==> src/rtl/lsu_mem_master.sv <==
// Load/store initiator between the MEM stage and a word-addressed data memory.
// Turns RV32I byte-addressed LB/LH/LW/LBU/LHU/SB/SH/SW requests into word
// accesses. Loads are sign or zero extended. Sub-word stores use a
// read-modify-write sequence. Misaligned, out-of-range and illegal-funct3
// requests finish with resp_err and never touch memory.
//
// Ports:
//   clk, rst        clock (rising edge), asynchronous active-high reset
//   req_*           pipeline request; accepted when req_valid && req_ready
//   resp_*          one-cycle completion pulse with load data / error flag
//   mem_*           data memory port (sync write, combinational read)
module lsu_mem_master #(
  parameter int unsigned MEM_WORDS = 4096
) (
  input  logic        clk,
  input  logic        rst,
  input  logic        req_valid,
  output logic        req_ready,
  input  logic        req_we,
  input  logic [2:0]  req_funct3,
  input  logic [31:0] req_addr,
  input  logic [31:0] req_wdata,
  output logic        resp_valid,
  output logic [31:0] resp_data,
  output logic        resp_err,
  output logic        mem_write_en,
  output logic [31:0] mem_addr,
  output logic [31:0] mem_write_data,
  input  logic [31:0] mem_read_data
);

  typedef enum logic [1:0] {StIdle, StMerge, StResp} state_e;

  // Byte-address limit, widened so MEM_WORDS*4 cannot wrap.
  localparam logic [33:0] MemBytes = 34'(MEM_WORDS) * 34'd4;

  state_e      state_q, state_d;
  logic [31:0] resp_data_q;
  logic        resp_err_q;
  logic [31:0] word_addr_q;
  logic [31:0] merge_q;
  logic [1:0]  off_q;
  logic        half_q;
  logic [15:0] wdata_q;

  logic        accept;
  logic        f3_ok;
  logic        misaligned;
  logic        in_range;
  logic        req_err;
  logic [31:0] req_word;
  logic [31:0] rd_shift;
  logic [31:0] load_ext;
  logic [31:0] merge_word;
  logic        mem_we;

  assign req_word = {2'b00, req_addr[31:2]};
  assign accept   = req_valid && req_ready;
  assign in_range = {2'b00, req_addr} < MemBytes;

  always_comb begin
    f3_ok = 1'b0;
    if (req_we) begin
      f3_ok = req_funct3 inside {3'b000, 3'b001, 3'b010};
    end else begin
      f3_ok = req_funct3 inside {3'b000, 3'b001, 3'b010, 3'b100, 3'b101};
    end
  end

  assign misaligned = ((req_funct3[1:0] == 2'b01) && req_addr[0]) ||
                      ((req_funct3[1:0] == 2'b10) && (req_addr[1:0] != 2'b00));
  assign req_err    = !f3_ok || misaligned || !in_range;

  // Aligned accesses only, so shifting by the byte offset also selects halves.
  assign rd_shift = mem_read_data >> {req_addr[1:0], 3'b000};

  always_comb begin
    load_ext = 32'h0;
    unique case (req_funct3)
      3'b000:  load_ext = {{24{rd_shift[7]}}, rd_shift[7:0]};
      3'b001:  load_ext = {{16{rd_shift[15]}}, rd_shift[15:0]};
      3'b010:  load_ext = rd_shift;
      3'b100:  load_ext = {24'h0, rd_shift[7:0]};
      3'b101:  load_ext = {16'h0, rd_shift[15:0]};
      default: load_ext = 32'h0;
    endcase
  end

  always_comb begin
    merge_word = merge_q;
    if (half_q) begin
      if (off_q[1]) merge_word[31:16] = wdata_q;
      else          merge_word[15:0]  = wdata_q;
    end else begin
      unique case (off_q)
        2'd0: merge_word[7:0]   = wdata_q[7:0];
        2'd1: merge_word[15:8]  = wdata_q[7:0];
        2'd2: merge_word[23:16] = wdata_q[7:0];
        2'd3: merge_word[31:24] = wdata_q[7:0];
      endcase
    end
  end

  always_comb begin
    state_d        = state_q;
    req_ready      = 1'b0;
    mem_we         = 1'b0;
    mem_addr       = word_addr_q;
    mem_write_data = req_wdata;
    unique case (state_q)
      StIdle: begin
        req_ready = 1'b1;
        mem_addr  = req_word;
        if (accept) begin
          state_d = StResp;
          if (!req_err && req_we) begin
            if (req_funct3 == 3'b010) mem_we  = 1'b1;
            else                      state_d = StMerge;
          end
        end
      end
      StMerge: begin
        mem_we         = 1'b1;
        mem_write_data = merge_word;
        state_d        = StResp;
      end
      StResp: begin
        state_d = StIdle;
      end
      default: state_d = StIdle;
    endcase
  end

  // The state register resets asynchronously, but an accept in IDLE is
  // combinational, so the write strobe is also masked while reset is held.
  assign mem_write_en = mem_we && !rst;

  assign resp_valid = (state_q == StResp);
  assign resp_data  = resp_data_q;
  assign resp_err   = resp_err_q;

  always_ff @(posedge clk or posedge rst) begin
    if (rst) begin
      state_q     <= StIdle;
      resp_data_q <= 32'h0;
      resp_err_q  <= 1'b0;
      word_addr_q <= 32'h0;
      merge_q     <= 32'h0;
      off_q       <= 2'b00;
      half_q      <= 1'b0;
      wdata_q     <= 16'h0;
    end else begin
      state_q <= state_d;
      if (accept) begin
        word_addr_q <= req_word;
        resp_err_q  <= req_err;
        resp_data_q <= (req_err || req_we) ? 32'h0 : load_ext;
        merge_q     <= mem_read_data;
        off_q       <= req_addr[1:0];
        half_q      <= req_funct3[0];
        wdata_q     <= req_wdata[15:0];
      end
    end
  end

endmodule

==> config.mk <==
export PLATFORM = sky130hd
export DESIGN_NAME = lsu_mem_master
export DESIGN_NICKNAME = d
export VERILOG_FILES = /design/src/rtl/lsu_mem_master.sv
export SDC_FILE = /design/constraint.sdc
export NUM_CORES = 1
export LEC_CHECK = 0
export BUFFER_PORTS_ARGS = -buffer_cell sky130_fd_sc_hd__clkbuf_2
export CORE_ASPECT_RATIO = 1.1
export CORE_MARGIN = 4
export CORE_UTILIZATION = 40
export CTS_CLUSTER_DIAMETER = 150
export DETAILED_ROUTE_END_ITERATION = 8
export PLACE_DENSITY = 0.63
export SLEW_MARGIN = 20
export SYNTH_ARGS = -nofsm -noshare
export SYNTH_HDL_FRONTEND = slang
export SYNTH_SLANG_ARGS = --single-unit
==> constraint.sdc <==
create_clock -name clk -period 7.25 [get_ports clk]
set_clock_uncertainty 0.2 [all_clocks]
set_input_delay 0.3625 -clock clk [delete_from_list [all_inputs] [get_ports clk]]
set_output_delay 0.3625 -clock clk [all_outputs]
set_load 0.02 [all_outputs]
==> summary.txt <==
status = finished, final reports clean
startpoint types = flip-flop
Combinational Power Share = 18.4%
final setup fails = 0
CORE AREA = 0.0157 mm²
Detailed Place HPWL = 13,900 µm
static leakage = 4.41 nW
crit-path max FO = 86
clk_lat worst skew = 410 ps
ys async rst share = 100%
CP most frequent cell = nor3_1
Yosys reg bits = 116
sw frac = 27.8%
Min Clock Period, post-route = 3400 ps
RSZ-0062 raised after global routing = no
Max IR drop VDD = 0.000155 V
Worst path max stage delay = 600 ps
Post-synth top cells = nand2_1 (274), dfrtp_1 (116), o21ai_0 (71)
worst path bufs/invs = 2
largest net degree at the start of global routing = 87
vias = 5,834
Antenna diodes = 0
number of flops mapped to enable cells by yosys = 0
sw power = 0.571 mW
Slew Limit Headroom = 29.8%
die area = 0.0181 mm²
Root Buffer = clkbuf_16
max-capacitance violation count = 0
count leader, synth = nand2_1
top cell type by total area after synthesis = dfrtp_1
Post-CTS Setup Inserts = 0
PortBufs = 200
Total Wirelength = 19,700 µm
Layout area overhead = 34.5%
sequential area share after synthesis = 45.4%
busiest metal layer after global routing = met2
initial antenna violation count = 0
vias in the first global route = 5,964
Post-Syn Instances = 723
Final Cycle Share = 46.9%
Reg power frac = 36.8%
GRT met3 Usage = 5.61%
final core occ = 54.8%
Max Slew Vio Count = 0
TritonRoute pass-1 iters = 5
layout cells sized above 1 = 32.6%
worst min-delay path class = in2reg
Data arrival, critical path = 2840 ps
Initial Util = 40.7%
Top delay family on crit path = simple AND/OR/NAND/NOR gates
synth top area cells = dfrtp_1 (45%), nand2_1 (16%), mux2_2 (9.0%), o21ai_0 (5.6%), mux2i_1 (5.2%)
Clock Tree Buf Depth = 2
count of cell types in the netlist = 49
routability cong. = 0.825
Final nets = 1,052
critical-path cell list = or3b_4 -> buf_4 -> nor3_1 -> a41oi_1 -> nor3_1 -> clkbuf_2
GRT met2 Usage = 37.4%
Slew @ Worst Pin = 1050 ps
WP data required = 6690 ps
H-tree depth = 4
post-route ant nets = 0
global route overflow = 0
DRC viols = 0
row cnt = 48
internal power = 1.48 mW
Max Clk Rate = 294 MHz
Synth Flop Type = dfrtp_1
PwrDens = 239 mW/mm²
Power Total = 2.05 mW
Crit Path Category = reg2out
total CTS buffers = 17
Yosys top cell area share = 45.4%
DRT iter0 DRCs = 359
mapped cell area = 0.00639 mm²
Critical Path End Type = output port
DR vias/cell = 5.02
Total GRT Usage = 22.4%
I/O pin cnt = 203
Chip Width = 128 µm
Reg clk slew, reported paths = 50 ps
die height = 141 µm
wire length per cell = 16.9 µm
Max stage delay cell, worst path = or3b_4
clock power share = 44.7%
synth warn = 0
clk sink count = 116
setup_tns = 0 ps
first-pass GRT wire length = 31,900 µm
Mapped Avg Cell Area = 8.83 µm²
met1 usage = 28.0%
Final Hold Viols = 0
CTS tree = done
-- through the flow --
stage                     setup slack (ps)  instances  hold slack (ps)  area (µm²)
final                                 3850       1162             24.2        8590
after global routing                  3700       1162             12.7        8590
after CTS                             3790       1162             3.99        8590
after detailed placement              4230       1076              261        7400
after global placement                4250       1076              250        7400
after floorplan                       3620        724              236        6390
-- cell families after synthesis --
| kind of cell | after synthesis | synth area share [%] |
|---|---|---|
| xor gates and xnor gates | 1 | 0.137 |
| other | 1 | 0.0587 |
| buffers and inverters | 56 | 4.60 |
| and+or+nand+nor | 333 | 21.9 |
| DFF | 116 | 45.4 |
| muxes | 86 | 14.9 |
| AOI/OAI and AO/OA | 130 | 13.0 |
-- layout make-up --
type                       instances  area (µm²)
multi-input combinational        552        3200
tap                              200         250
clock buffer                      18         439
fill                            1450        7080
clock inverter                    14         209
inverter                           4        17.5
sequential                       116        2900
timing repair buffer             258        1570
-- metal layers --
| metal | vias to the layer above | routed length, µm | part of all wire [%] |
|---|---|---|---|
| li1 | 2886 | - | - |
| met1 | 2736 | 8200 | 42 |
| met2 | 181 | 9800 | 50 |
| met3 | 31 | 1230 | 6.2 |
| met4 | 0 | 461 | 2.3 |
| met5 | - | 0 | 0 |
-- state kept, by name (all words and copies together) (netlist names) --
signal,cells
word_addr_q,30
off_q,2
resp_err,1
state_q,2
half_q,1
merge_q,32
resp_data,32
wdata_q,16
-- power groups by stage --
stage	registers, mW	clock network [mW]	logic (mW)
final	0.756	0.918	0.379
after global routing	0.765	0.967	0.420
after CTS	0.756	0.938	0.381
after detailed placement	0.765	0	0.357
after global placement	0.765	0	0.353
after floorplan	0.744	0	0.249
-- tightest hold or removal path, stage by stage --
cell,delay (ps)
clkbuf_2,90
nor2_1,80
a311oi_1,60
-- layout by cell type (no fill, tap or decap), types with 8 or more instances in the layout --
cell type        n
a22oi_2          8
clkbuf_2       200
clkbuf_16       17
a2bb2oi_1        8
dfrtp_1        116
mux2_2          51
o21ai_0         71
nor2b_1         10
dlygate4sd3_1   54
mux2i_1         33
nand2_1        274
nor2_1          15
a21oi_1         17
-- path summary, 6_finish.rpt --
check                      slack, ps                          end                   startpoint  cells after the start
max reg2reg                     4540    resp_data[30]$_DFFE_PP0P_       state_q[0]$_DFFE_PP0P_                      4
max in group asynchronous       5120    resp_data[28]$_DFFE_PP0P_                          rst                      4
min                               20       state_q[1]$_DFFE_PP0P_                    req_valid                      3
min in group asynchronous        390       state_q[0]$_DFFE_PP0P_                          rst                      3
min reg2reg                      280  word_addr_q[17]$_DFFE_PP0P_  word_addr_q[17]$_DFFE_PP0P_                      2
max                             3850                 mem_write_en       state_q[0]$_DFFE_PP0P_                      6
-- what timing repair did --
action,CTS,global route
resized for setup,0,0
endpoints found under the hold margin,99,0
hold buffers,54,0
(Power assumes the default switching activity.)
